[src/rtl/vram_sync_pkg.sv]
// rtl/vram_sync_pkg.sv - shared types and derived sizes for the VRAM vblank sync scheduler.
package vram_sync_pkg;

  localparam int VS_ADDR_W = 13;
  localparam int VS_BLK_W  = 5;
  localparam int NUM_BLK   = 1 << (VS_ADDR_W - VS_BLK_W);
  localparam int BLK_WORDS = 1 << VS_BLK_W;

  typedef logic [VS_ADDR_W-VS_BLK_W-1:0] blk_idx_t;

  typedef enum logic [2:0] {IDLE, SCAN, COPY, DRAIN, DONE} state_t;

endpackage

[src/rtl/vram_dirty_map.sv]
// rtl/vram_dirty_map.sv - per-block dirty bits; snoop set beats scheduler clear.
module vram_dirty_map #(
  parameter int NB_W = 8
) (
  input  logic            clk,
  input  logic            rst,
  input  logic            set_en_i,
  input  logic [NB_W-1:0] set_idx_i,
  input  logic            clr_en_i,
  input  logic [NB_W-1:0] clr_idx_i,
  input  logic [NB_W-1:0] rd_idx_i,
  output logic            rd_bit_o
);

  localparam int NBLK = 1 << NB_W;

  logic [NBLK-1:0] dirty_q;

  // Set is written last so it wins a same-cycle collision with clear.
  always_ff @(posedge clk) begin
    if (rst) begin
      dirty_q <= '1;
    end else begin
      if (clr_en_i) dirty_q[clr_idx_i] <= 1'b0;
      if (set_en_i) dirty_q[set_idx_i] <= 1'b1;
    end
  end

  assign rd_bit_o = dirty_q[rd_idx_i];

endmodule

[src/rtl/vram_sync_sched.sv]
// rtl/vram_sync_sched.sv - vblank copy of dirty VRAM blocks from CPU side to PPU side.
// Dirty tracking only with VRAM_SYNC_DIRTY_TRACK_EN; otherwise every sync copies everything.
module vram_sync_sched
  import vram_sync_pkg::*;
#(
  parameter int ADDR_W = VS_ADDR_W,
  parameter int DATA_W = 64,
  parameter int BLK_W  = VS_BLK_W,
  parameter int RD_LAT = 2
) (
  input  logic                clk,
  input  logic                rst,
  input  logic                sync_start,
  output logic                sync_busy,
  output logic                sync_done,
  input  logic [ADDR_W-1:0]   cpu_wraddr,
  input  logic                cpu_wren,
  output logic                rdC_en,
  output logic [ADDR_W-1:0]   rdC_addr,
  input  logic [DATA_W-1:0]   rdC_data,
  output logic                wrP_en,
  output logic [ADDR_W-1:0]   wrP_addr,
  output logic [DATA_W-1:0]   wrP_data,
  output logic [DATA_W/8-1:0] wrP_byteena,
  output logic [ADDR_W:0]     words_copied
);

  localparam int NB_W  = ADDR_W - BLK_W;
  localparam int DRN_W = (RD_LAT > 1) ? $clog2(RD_LAT) : 1;
  localparam logic [ADDR_W:0] CNT_MAX = {1'b1, {ADDR_W{1'b0}}};

  state_t            state_q, state_d;
  logic [NB_W-1:0]   blk_q, blk_d;
  logic [BLK_W-1:0]  off_q, off_d;
  logic [DRN_W-1:0]  drn_q, drn_d;
  logic [ADDR_W:0]   cnt_q, cnt_d;
  logic [ADDR_W:0]   wc_q, wc_d;
  logic              rd_en, clr_en, blk_dirty;
  logic [RD_LAT-1:0] vld_q;
  logic [ADDR_W-1:0] adr_q [RD_LAT];
  logic              unused_bits;

`ifdef VRAM_SYNC_DIRTY_TRACK_EN
  vram_dirty_map #(.NB_W(NB_W)) u_dirty (
    .clk       (clk),
    .rst       (rst),
    .set_en_i  (cpu_wren),
    .set_idx_i (cpu_wraddr[ADDR_W-1:BLK_W]),
    .clr_en_i  (clr_en),
    .clr_idx_i (blk_q),
    .rd_idx_i  (blk_q),
    .rd_bit_o  (blk_dirty)
  );
`else
  assign blk_dirty = 1'b1;
`endif

  assign unused_bits = ^{cpu_wren, cpu_wraddr, clr_en};

  always_comb begin
    state_d = state_q;
    blk_d   = blk_q;
    off_d   = off_q;
    drn_d   = drn_q;
    cnt_d   = cnt_q;
    wc_d    = wc_q;
    rd_en   = 1'b0;
    clr_en  = 1'b0;
    if (wrP_en && cnt_q != CNT_MAX) cnt_d = cnt_q + 1'b1;
    case (state_q)
      IDLE: if (sync_start) begin
        state_d = SCAN;
        blk_d   = '0;
        cnt_d   = '0;
      end
      SCAN: begin
        if (blk_dirty) begin
          clr_en  = 1'b1;
          off_d   = '0;
          state_d = COPY;
        end else if (blk_q == {NB_W{1'b1}}) begin
          drn_d   = '0;
          state_d = DRAIN;
        end else begin
          blk_d = blk_q + 1'b1;
        end
      end
      COPY: begin
        rd_en = 1'b1;
        off_d = off_q + 1'b1;
        if (off_q == {BLK_W{1'b1}}) begin
          if (blk_q == {NB_W{1'b1}}) begin
            drn_d   = '0;
            state_d = DRAIN;
          end else begin
            blk_d   = blk_q + 1'b1;
            state_d = SCAN;
          end
        end
      end
      DRAIN: begin
        drn_d = drn_q + 1'b1;
        if (drn_q == DRN_W'(RD_LAT - 1)) state_d = DONE;
      end
      DONE: begin
        wc_d    = cnt_q;
        state_d = IDLE;
      end
      default: state_d = IDLE;
    endcase
  end

  always_ff @(posedge clk) begin
    if (rst) begin
      state_q <= IDLE;
      blk_q   <= '0;
      off_q   <= '0;
      drn_q   <= '0;
      cnt_q   <= '0;
      wc_q    <= '0;
    end else begin
      state_q <= state_d;
      blk_q   <= blk_d;
      off_q   <= off_d;
      drn_q   <= drn_d;
      cnt_q   <= cnt_d;
      wc_q    <= wc_d;
    end
  end

  // Address/valid delay line matching the C-side read latency.
  always_ff @(posedge clk) begin
    if (rst) begin
      vld_q <= '0;
      for (int i = 0; i < RD_LAT; i++) adr_q[i] <= '0;
    end else begin
      vld_q[0] <= rd_en;
      adr_q[0] <= rdC_addr;
      for (int i = 1; i < RD_LAT; i++) begin
        vld_q[i] <= vld_q[i-1];
        adr_q[i] <= adr_q[i-1];
      end
    end
  end

  assign sync_busy    = (state_q != IDLE);
  assign sync_done    = (state_q == DONE);
  assign rdC_en       = rd_en;
  assign rdC_addr     = rd_en ? {blk_q, off_q} : '0;
  assign wrP_en       = vld_q[RD_LAT-1];
  assign wrP_addr     = adr_q[RD_LAT-1];
  assign wrP_data     = wrP_en ? rdC_data : '0;
  assign wrP_byteena  = {(DATA_W/8){wrP_en}};
  assign words_copied = wc_q;

endmodule

[config.mk]
export PLATFORM = sky130hd
export DESIGN_NAME = vram_sync_sched
export DESIGN_NICKNAME = d
export VERILOG_FILES = /design/src/rtl/vram_sync_pkg.sv /design/src/rtl/vram_dirty_map.sv /design/src/rtl/vram_sync_sched.sv
export SDC_FILE = /design/constraint.sdc
export NUM_CORES = 1
export LEC_CHECK = 0
export CORE_MARGIN = 1
export CORE_UTILIZATION = 28
export DETAILED_ROUTE_END_ITERATION = 10
export PLACE_DENSITY = 0.59
export SYNTH_ARGS = -nofsm -noshare
export SYNTH_HDL_FRONTEND = slang
export SYNTH_SLANG_ARGS = --single-unit
[constraint.sdc]
create_clock -name clk -period 3.05 [get_ports clk]
set_input_delay 0.61 -clock clk [delete_from_list [all_inputs] [get_ports clk]]
set_output_delay 0.61 -clock clk [all_outputs]
set_load 0.03 [all_outputs]
==> results of run 1 <==
-- sequential cells by signal, indices dropped and copies added (netlist names) --
| signal | cells |
|---|---|
| blk_q | 8 |
| cnt_q | 14 |
| vld_q | 2 |
| off_q | 5 |
| words_copied | 14 |
| adr_q | 26 |
| state_q | 3 |
| drn_q | 1 |
-- cells in the mapped netlist, drive strengths merged, types with 2 or more instances --
| master | number | area share [%] |
|---|---|---|
| and2 | 76 | 14 |
| dfxtp | 73 | 42 |
| nand2 | 38 | 4.2 |
| nor2 | 26 | 2.8 |
| a21oi | 25 | 3.6 |
| buf | 25 | 5.2 |
| clkbuf | 21 | 2.6 |
| and3 | 17 | 3.1 |
| nor2b | 16 | 2.9 |
| inv | 13 | 1.4 |
| xnor2 | 9 | 2.3 |
| nand4 | 8 | 1.6 |
| o31ai | 6 | 1.3 |
| ha | 5 | 1.8 |
| nand3 | 5 | 0.72 |
| nor3 | 4 | 0.57 |
| or4 | 4 | 0.86 |
| xor2 | 4 | 1.0 |
| a22oi | 3 | 0.65 |
| and4 | 3 | 0.75 |
| nor4 | 3 | 0.54 |
| or3 | 3 | 0.54 |
| a22o | 2 | 0.50 |
| a31oi | 2 | 0.36 |
| mux2 | 2 | 0.65 |
| nor4b | 2 | 0.50 |
| o41ai | 2 | 0.50 |
-- through the flow --
| step | utilization (%) | instance area [µm²] |
|---|---|---|
| after global placement | 43.94 | 5300 |
| final | 46.27 | 5580 |
| after detailed placement | 43.94 | 5300 |
| after floorplan | - | 3482 |
| after CTS | 46.27 | 5580 |
| after global routing | 46.27 | 5580 |
-- layout make-up --
cell class	count	area, µm²
fill	1207	6481
tap	168	210.2
inverter	13	48.80
clock buffer	9	225.2
clock inverter	7	55.05
multi-input combinational	279	1699
timing repair buffer	188	1879
sequential	73	1463
-- critical path: stages (launching register included) --
cell	delay, ps
dfxtp_1	420
nor2b_2	280
nand2_2	100
inv_2	250
and2_1	200
clkdlybuf4s50_1	670
-- report_power, final --
group	internal [mW]	total (mW)	leakage, nW	switching (mW)
sequential	0.960	0.971	0.589	0.0104
combinational	0.138	0.268	1.33	0.129
clock	0.556	0.964	0.132	0.408
-- layer usage --
layer | GRT usage (%) | up-vias
li1 | - | 1662
met1 | 16.63 | 1486
met2 | 29.51 | 117
met3 | 4.676 | 10
met4 | 7.368 | 0
met5 | 0 | -
-- worst paths after layout --
path / from / end / slack [ps] / cells past startpoint
worst min-delay path: adr_q[0][12]$_SDFF_PP0_ / adr_q[0][25]$_SDFF_PP0_ / 430 / 1
worst max-delay path: state_q[2]$_SDFFE_PP0P_ / rdC_addr[1] / 190 / 5
worst max register to register: off_q[0]$_SDFFE_PP0P_ / blk_q[4]$_SDFFE_PP0P_ / 880 / 6
worst min register to register: adr_q[0][12]$_SDFF_PP0_ / adr_q[0][25]$_SDFF_PP0_ / 430 / 1
-- cell families (layout without fill, tap and decap cells) --
| family | after synthesis | count (layout) | synth area share, % |
|---|---|---|---|
| simple gates | 209 | 209 | 33.81 |
| flops | 73 | 73 | 41.97 |
| buf+inv | 59 | 217 | 9.234 |
| compound gates | 50 | 50 | 9.271 |
| xor+xnor | 13 | 13 | 3.270 |
| fa+ha+maj | 5 | 5 | 1.797 |
| mux | 2 | 2 | 0.6467 |
==> impl_metrics.xml, run 1 <==
<?xml version="1.0" encoding="UTF-8"?>
<metrics>
  <group name="critical_path">
    <metric name="worstPathArrival" unit="ps">2250</metric>
    <metric name="critical_path_peak_fanout" unit="">26</metric>
    <metric name="start_kind" unit="">register</metric>
    <metric name="critPathRequiredTime" unit="ps">2440</metric>
    <metric name="timing_worst_setup_path_type" unit="">register to output port</metric>
    <metric name="worst_setup_path_end_kind" unit="">output port</metric>
  </group>
  <group name="route">
    <metric name="vias" unit="">3275</metric>
    <metric name="wl" unit="mm">9.972</metric>
    <metric name="detail_route.first_pass.iterations" unit="">4</metric>
    <metric name="met1_length" unit="mm">3.836</metric>
    <metric name="met2RoutedLength" unit="mm">5.217</metric>
    <metric name="wl_per_cell" unit="µm">13.53</metric>
    <metric name="drtAntennaViolNets" unit="">0</metric>
    <metric name="met3_routed_length" unit="µm">779</metric>
    <metric name="drt-initial-drc-count" unit="">106</metric>
    <metric name="detail_route.drc_violations" unit="">0</metric>
    <metric name="highest_layer_used_for_signal_routing" unit="">met4</metric>
    <metric name="drt-vias-per-instance" unit="">4.444</metric>
  </group>
  <group name="clock_network">
    <metric name="cts_root_buf" unit="">clkbuf_16</metric>
    <metric name="cts_setup_buffers" unit="">0</metric>
    <metric name="cts_htree_levels" unit="">3</metric>
    <metric name="clkSlewWorstSetupHoldPaths" unit="ps">60</metric>
    <metric name="cts_tree" unit="">built</metric>
    <metric name="cts_hold_repair.buffers" unit="">0</metric>
    <metric name="post_cts.resized_instances" unit="">0</metric>
    <metric name="insertion_delay" unit="ps">330</metric>
    <metric name="cts_max_path_buffers" unit="">2</metric>
    <metric name="cts_buffers" unit="">9</metric>
    <metric name="tritoncts_num_sinks" unit="">73</metric>
  </group>
  <group name="final_layout">
    <metric name="final_common_cell" unit="">clkdlybuf4s50_1</metric>
    <metric name="final-instance-count-excl-fill" unit="">737</metric>
    <metric name="final_layout_size_suffix_gt1_share" unit="%">5.624</metric>
    <metric name="final_cell_mix" unit="">clkdlybuf4s50_1 (182), and2_1 (75), dfxtp_1 (72)</metric>
    <metric name="antenna_cells_inserted" unit="">0</metric>
    <metric name="nets" unit="">650</metric>
    <metric name="p_r_area_growth_vs_syn" unit="%">60.26</metric>
  </group>
  <group name="floorplan">
    <metric name="floorplan.die_area" unit="µm²">12890</metric>
    <metric name="design.portCount" unit="">197</metric>
    <metric name="die_w" unit="µm">113.5</metric>
    <metric name="row_count" unit="">40</metric>
    <metric name="initial_utilization" unit="%">28.87</metric>
    <metric name="die_h" unit="µm">113.5</metric>
    <metric name="design.core.area" unit="µm²">12060</metric>
  </group>
  <group name="global_route">
    <metric name="antenna_found_initial" unit="">0</metric>
    <metric name="first_global_vias" unit="">3246</metric>
    <metric name="global_route.usage.total" unit="%">15.99</metric>
    <metric name="wire_length_of_the_first_global_routing_pass" unit="mm">16.01</metric>
    <metric name="grt_max_degree" unit="">62</metric>
    <metric name="grt-ovfl-total" unit="">0</metric>
  </group>
  <group name="place">
    <metric name="routabilityCongestion" unit="">0.7831</metric>
    <metric name="placement.setup.worst_slack" unit="ps">486.6</metric>
    <metric name="detailedPlacementHpwl" unit="mm">7.860</metric>
    <metric name="numPortBuffers" unit="">182</metric>
    <metric name="cell_total_after_placement" unit="">721</metric>
  </group>
  <group name="sta">
    <metric name="totalNegativeSetupSlack" unit="ps">0</metric>
    <metric name="final.period_utilization" unit="%">93.86</metric>
    <metric name="max_clock_freq" unit="MHz">349.3</metric>
    <metric name="setup-violations-final" unit="">0</metric>
    <metric name="hold_slack" unit="ps">433.4</metric>
    <metric name="rsz0062_at_grt" unit="">false</metric>
    <metric name="clock_period_minus_worst_slack" unit="ps">2863</metric>
    <metric name="tightestPinTransition" unit="ps">425.4</metric>
    <metric name="fin_worst_skew" unit="ps">7.123</metric>
    <metric name="hold_violations" unit="">0</metric>
    <metric name="worst_slew_margin_rel" unit="%">71.54</metric>
    <metric name="post-route-worst-setup-slack" unit="ps">187.2</metric>
    <metric name="timing.final.max_slew_violations" unit="">0</metric>
  </group>
  <group name="yosys">
    <metric name="seq_area_frac_synth" unit="%">41.97</metric>
    <metric name="syn_nets" unit="">497</metric>
    <metric name="mappedNetlistArea" unit="µm²">3482</metric>
    <metric name="async_reset_ff_share" unit="%">0</metric>
    <metric name="syn_avg_cell_area" unit="µm²">8.472</metric>
    <metric name="synthesis.yosys.warnings" unit="">0</metric>
    <metric name="synth_top_flop_cell" unit="">dfxtp_1</metric>
    <metric name="synth.distinct_cells" unit="">53</metric>
    <metric name="syn_inst" unit="">411</metric>
    <metric name="synth_enable_flop_cells" unit="">0</metric>
    <metric name="ys_ff_latch" unit="">73</metric>
  </group>
  <group name="run">
    <metric name="max_cap_viol_count" unit="">0</metric>
  </group>
  <group name="power">
    <metric name="power" unit="mW">2.202</metric>
    <metric name="max-vdd-ir-drop" unit="V">0.0002740</metric>
    <metric name="leakage_power_of_the_design" unit="nW">2.056</metric>
    <metric name="power.density" unit="nW/µm²">394.7</metric>
  </group>
  <group name="status">
    <metric name="status" unit="">finished clean</metric>
  </group>
  <group name="worst_hold_path">
    <metric name="hold_class" unit="">register to register</metric>
  </group>
</metrics>
Note: power is estimated with default switching activity, not from simulation.
==> run 2, diff against run 1 <==
--- a/config.mk
+++ b/config.mk
@@ -8,7 +8,9 @@
 export CORE_MARGIN = 1
 export CORE_UTILIZATION = 28
 export DETAILED_ROUTE_END_ITERATION = 10
+export GPL_TIMING_DRIVEN = 0
 export PLACE_DENSITY = 0.59
+export REMOVE_ABC_BUFFERS = 1
 export SYNTH_ARGS = -nofsm -noshare
 export SYNTH_HDL_FRONTEND = slang
 export SYNTH_SLANG_ARGS = --single-unit
==> run 2 against run 1 <==
Compared with the run above: sequential power increased by 1%; clock power decreased by 0.7%; sequential cell count unchanged; worst setup slack got worse by 51 ps; worst hold slack got worse by 1.5 ps; critical path depth unchanged; non-clock buffer count decreased by 6; critical endpoint is now rdC_addr[0]; largest power group unchanged.
==> impl_metrics.xml, run 2 (synthesized netlist as in run 1, its figures left out) <==
<?xml version="1.0" encoding="UTF-8"?>
<metrics>
  <group name="route">
    <metric name="drt-initial-drc-count" unit="">107</metric>
    <metric name="vias" unit="">3204</metric>
    <metric name="drtAntennaViolNets" unit="">0</metric>
    <metric name="detail_route.first_pass.iterations" unit="">4</metric>
    <metric name="wl_per_cell" unit="µm">13.04</metric>
    <metric name="detail_route.drc_violations" unit="">0</metric>
    <metric name="drt-vias-per-instance" unit="">4.383</metric>
    <metric name="wl" unit="mm">9.534</metric>
  </group>
  <group name="final_layout">
    <metric name="top_register" unit="">adr_q</metric>
    <metric name="final_common_cell" unit="">clkdlybuf4s50_1</metric>
    <metric name="finish.utilization" unit="%">46.01</metric>
    <metric name="p_r_area_growth_vs_syn" unit="%">59.36</metric>
    <metric name="nFillCells" unit="">1170</metric>
    <metric name="final_layout_size_suffix_gt1_share" unit="%">5.506</metric>
    <metric name="antenna_cells_inserted" unit="">0</metric>
    <metric name="final_cell_mix" unit="">clkdlybuf4s50_1 (175), and2_1 (75), dfxtp_1 (69)</metric>
    <metric name="largest_reg_flops" unit="">26</metric>
    <metric name="nets" unit="">644</metric>
    <metric name="fin_area" unit="µm²">5549</metric>
    <metric name="final-instance-count-excl-fill" unit="">731</metric>
  </group>
  <group name="critical_path">
    <metric name="rr_worst_depth" unit="">6</metric>
    <metric name="worst_path_largest_cell_delay" unit="ps">660</metric>
    <metric name="cp_cell_sequence" unit="">nor2b_4 &gt; nand2_2 &gt; inv_6 &gt; and2_1 &gt; clkdlybuf4s50_1</metric>
    <metric name="critical_path_peak_fanout" unit="">26</metric>
    <metric name="critical_path_startpoint" unit="">state_q[1]$_SDFFE_PP0P_</metric>
    <metric name="critPathRequiredTime" unit="ps">2440</metric>
    <metric name="cpMaxStageDelayCell" unit="">clkdlybuf4s50_1</metric>
    <metric name="start_kind" unit="">register</metric>
    <metric name="worst_r2r_startpoint" unit="">off_q[0]$_SDFFE_PP0P_</metric>
    <metric name="timing_worst_setup_path_type" unit="">register to output port</metric>
    <metric name="rrSetupSlack" unit="ps">870</metric>
    <metric name="worstPathArrival" unit="ps">2300</metric>
    <metric name="end_of_the_worst_register_to_register_path" unit="">blk_q[4]$_SDFFE_PP0P_</metric>
    <metric name="worst_setup_path_end_kind" unit="">output port</metric>
  </group>
  <group name="clock_network">
    <metric name="cts_setup_buffers" unit="">0</metric>
    <metric name="post_cts.resized_instances" unit="">4</metric>
    <metric name="clkSlewWorstSetupHoldPaths" unit="ps">60</metric>
    <metric name="cts_hold_repair.buffers" unit="">0</metric>
    <metric name="cts_buffers" unit="">9</metric>
    <metric name="cts_root_buf" unit="">clkbuf_16</metric>
    <metric name="tritoncts_num_sinks" unit="">73</metric>
    <metric name="cts_max_path_buffers" unit="">2</metric>
    <metric name="insertion_delay" unit="ps">330</metric>
    <metric name="cts_tree" unit="">built</metric>
    <metric name="cts_htree_levels" unit="">3</metric>
  </group>
  <group name="sta">
    <metric name="max_clock_freq" unit="MHz">343.2</metric>
    <metric name="rsz0062_at_grt" unit="">false</metric>
    <metric name="timing.final.max_slew_violations" unit="">0</metric>
    <metric name="final.period_utilization" unit="%">95.55</metric>
    <metric name="fin_worst_skew" unit="ps">6.184</metric>
    <metric name="tightestPinTransition" unit="ps">742.8</metric>
    <metric name="setup-violations-final" unit="">0</metric>
    <metric name="hold_slack" unit="ps">431.9</metric>
    <metric name="hold_violations" unit="">0</metric>
    <metric name="worst_slew_margin_rel" unit="%">50.48</metric>
    <metric name="clock_period_minus_worst_slack" unit="ps">2914</metric>
  </group>
  <group name="place">
    <metric name="detailedPlacementHpwl" unit="mm">6.962</metric>
    <metric name="routabilityCongestion" unit="">0.7546</metric>
    <metric name="placedInstanceArea" unit="µm²">5238</metric>
    <metric name="cell_total_after_placement" unit="">715</metric>
    <metric name="numPortBuffers" unit="">182</metric>
  </group>
  <group name="worst_hold_path">
    <metric name="timing.hold.worst_path_depth" unit="">1</metric>
    <metric name="holdPathEnd" unit="">adr_q[0][21]$_SDFF_PP0_</metric>
    <metric name="hold_class" unit="">register to register</metric>
    <metric name="min_from" unit="">adr_q[0][8]$_SDFF_PP0_</metric>
  </group>
  <group name="power">
    <metric name="power.combinational.fraction" unit="%">11.4</metric>
    <metric name="power_frac_seq" unit="%">44.8</metric>
    <metric name="power.share.clock" unit="%">43.7</metric>
    <metric name="power.net_switching" unit="mW">0.5250</metric>
    <metric name="leakage_power_of_the_design" unit="nW">2.131</metric>
    <metric name="max-vdd-ir-drop" unit="V">0.0002623</metric>
    <metric name="swShare" unit="%">23.99</metric>
    <metric name="intPower" unit="mW">1.663</metric>
    <metric name="power.density" unit="nW/µm²">394.3</metric>
  </group>
  <group name="floorplan">
    <metric name="die_h" unit="µm">113.5</metric>
    <metric name="die_w" unit="µm">113.5</metric>
    <metric name="design.core.area" unit="µm²">12060</metric>
    <metric name="row_count" unit="">40</metric>
    <metric name="floorplan.die_area" unit="µm²">12890</metric>
    <metric name="initial_utilization" unit="%">28.87</metric>
    <metric name="design.portCount" unit="">197</metric>
  </group>
  <group name="run">
    <metric name="max_cap_viol_count" unit="">0</metric>
  </group>
  <group name="global_route">
    <metric name="grt_max_degree" unit="">79</metric>
    <metric name="first_global_vias" unit="">2971</metric>
    <metric name="grt-ovfl-total" unit="">0</metric>
    <metric name="global_route.usage.total" unit="%">14.94</metric>
    <metric name="wire_length_of_the_first_global_routing_pass" unit="mm">15.53</metric>
    <metric name="antenna_found_initial" unit="">0</metric>
  </group>
  <group name="status">
    <metric name="status" unit="">finished clean</metric>
  </group>
</metrics>
-- run 2: cell count changes in the layout (fill, tap and decap cells not counted), moves of 2 or more --
cell,previous run,this run
buf_4,5,0
clkinv_2,1,3
dfxtp_1,72,69
dfxtp_2,1,3
dlymetal6s2s_1,0,6
clkdlybuf4s50_1,182,175
-- run 2: per-stage QoR --
| step | power [mW] | setup WS, ps | setup TNS [ps] |
|---|---|---|---|
| 2_1_floorplan | 1.098 | -1013 | -62650 |
| 3_3_place_gp | 1.247 | -482.7 | -13800 |
| 3_5_place_dp | 1.249 | 97.98 | 0 |
| 4_1_cts | 2.212 | 13.19 | 0 |
| 5_1_grt | 2.277 | 9.770 | 0 |
| 6_report | 2.188 | 135.9 | 0 |
-- run 2: worst max-delay path by stage --
| stage | to | slack (ps) | depth (start not counted) |
|---|---|---|---|
| 3_5_place_dp | rdC_addr[10] | 100 | 5 |
| 5_1_grt | rdC_addr[0] | 10 | 5 |
| 4_1_cts | rdC_addr[10] | 10 | 5 |
| 6_report | rdC_addr[0] | 140 | 5 |
| 3_3_place_gp | blk_q[6]$_SDFFE_PP0P_ | -480 | 4 |
| 2_1_floorplan | cnt_q[13]$_SDFF_PP0_ | -1010 | 4 |
-- run 2: power groups by stage --
| stage | clock, mW | combinational [mW] | sequential [mW] |
|---|---|---|---|
| after detailed placement | 0 | 0.248 | 1.00 |
| after CTS | 0.981 | 0.250 | 0.981 |
| after floorplan | 0 | 0.0956 | 1.00 |
| after global routing | 1.03 | 0.268 | 0.983 |
| after global placement | 0 | 0.246 | 1.00 |
| final | 0.957 | 0.250 | 0.981 |
-- run 2: worst max-delay path: cells and delay by family (launching register included) --
family / cells / cell delay (ps)
buf+inv: 2 / 870
simple gates: 3 / 600
flops: 1 / 480
-- run 2: per-layer routing --
layer | global-route usage (%) | vias up | wire length, µm
li1 | - | 1648 | -
met1 | 19.17 | 1446 | 4400
met2 | 25.12 | 100 | 4488
met3 | 3.507 | 10 | 534
met4 | 3.947 | 0 | 110
met5 | 0 | - | 0
-- run 2: area by class of cell --
cell class | count | area [µm²] | area share [%]
Timing Repair Buffer | 182 | 1832 | 33.01
Multi-Input combinational cell | 279 | 1707 | 30.76
Sequential cell | 73 | 1469 | 26.47
Clock buffer | 11 | 242.7 | 4.374
Tap cell | 168 | 210.2 | 3.788
Inverter | 13 | 57.56 | 1.037
Clock inverter | 5 | 31.28 | 0.5637
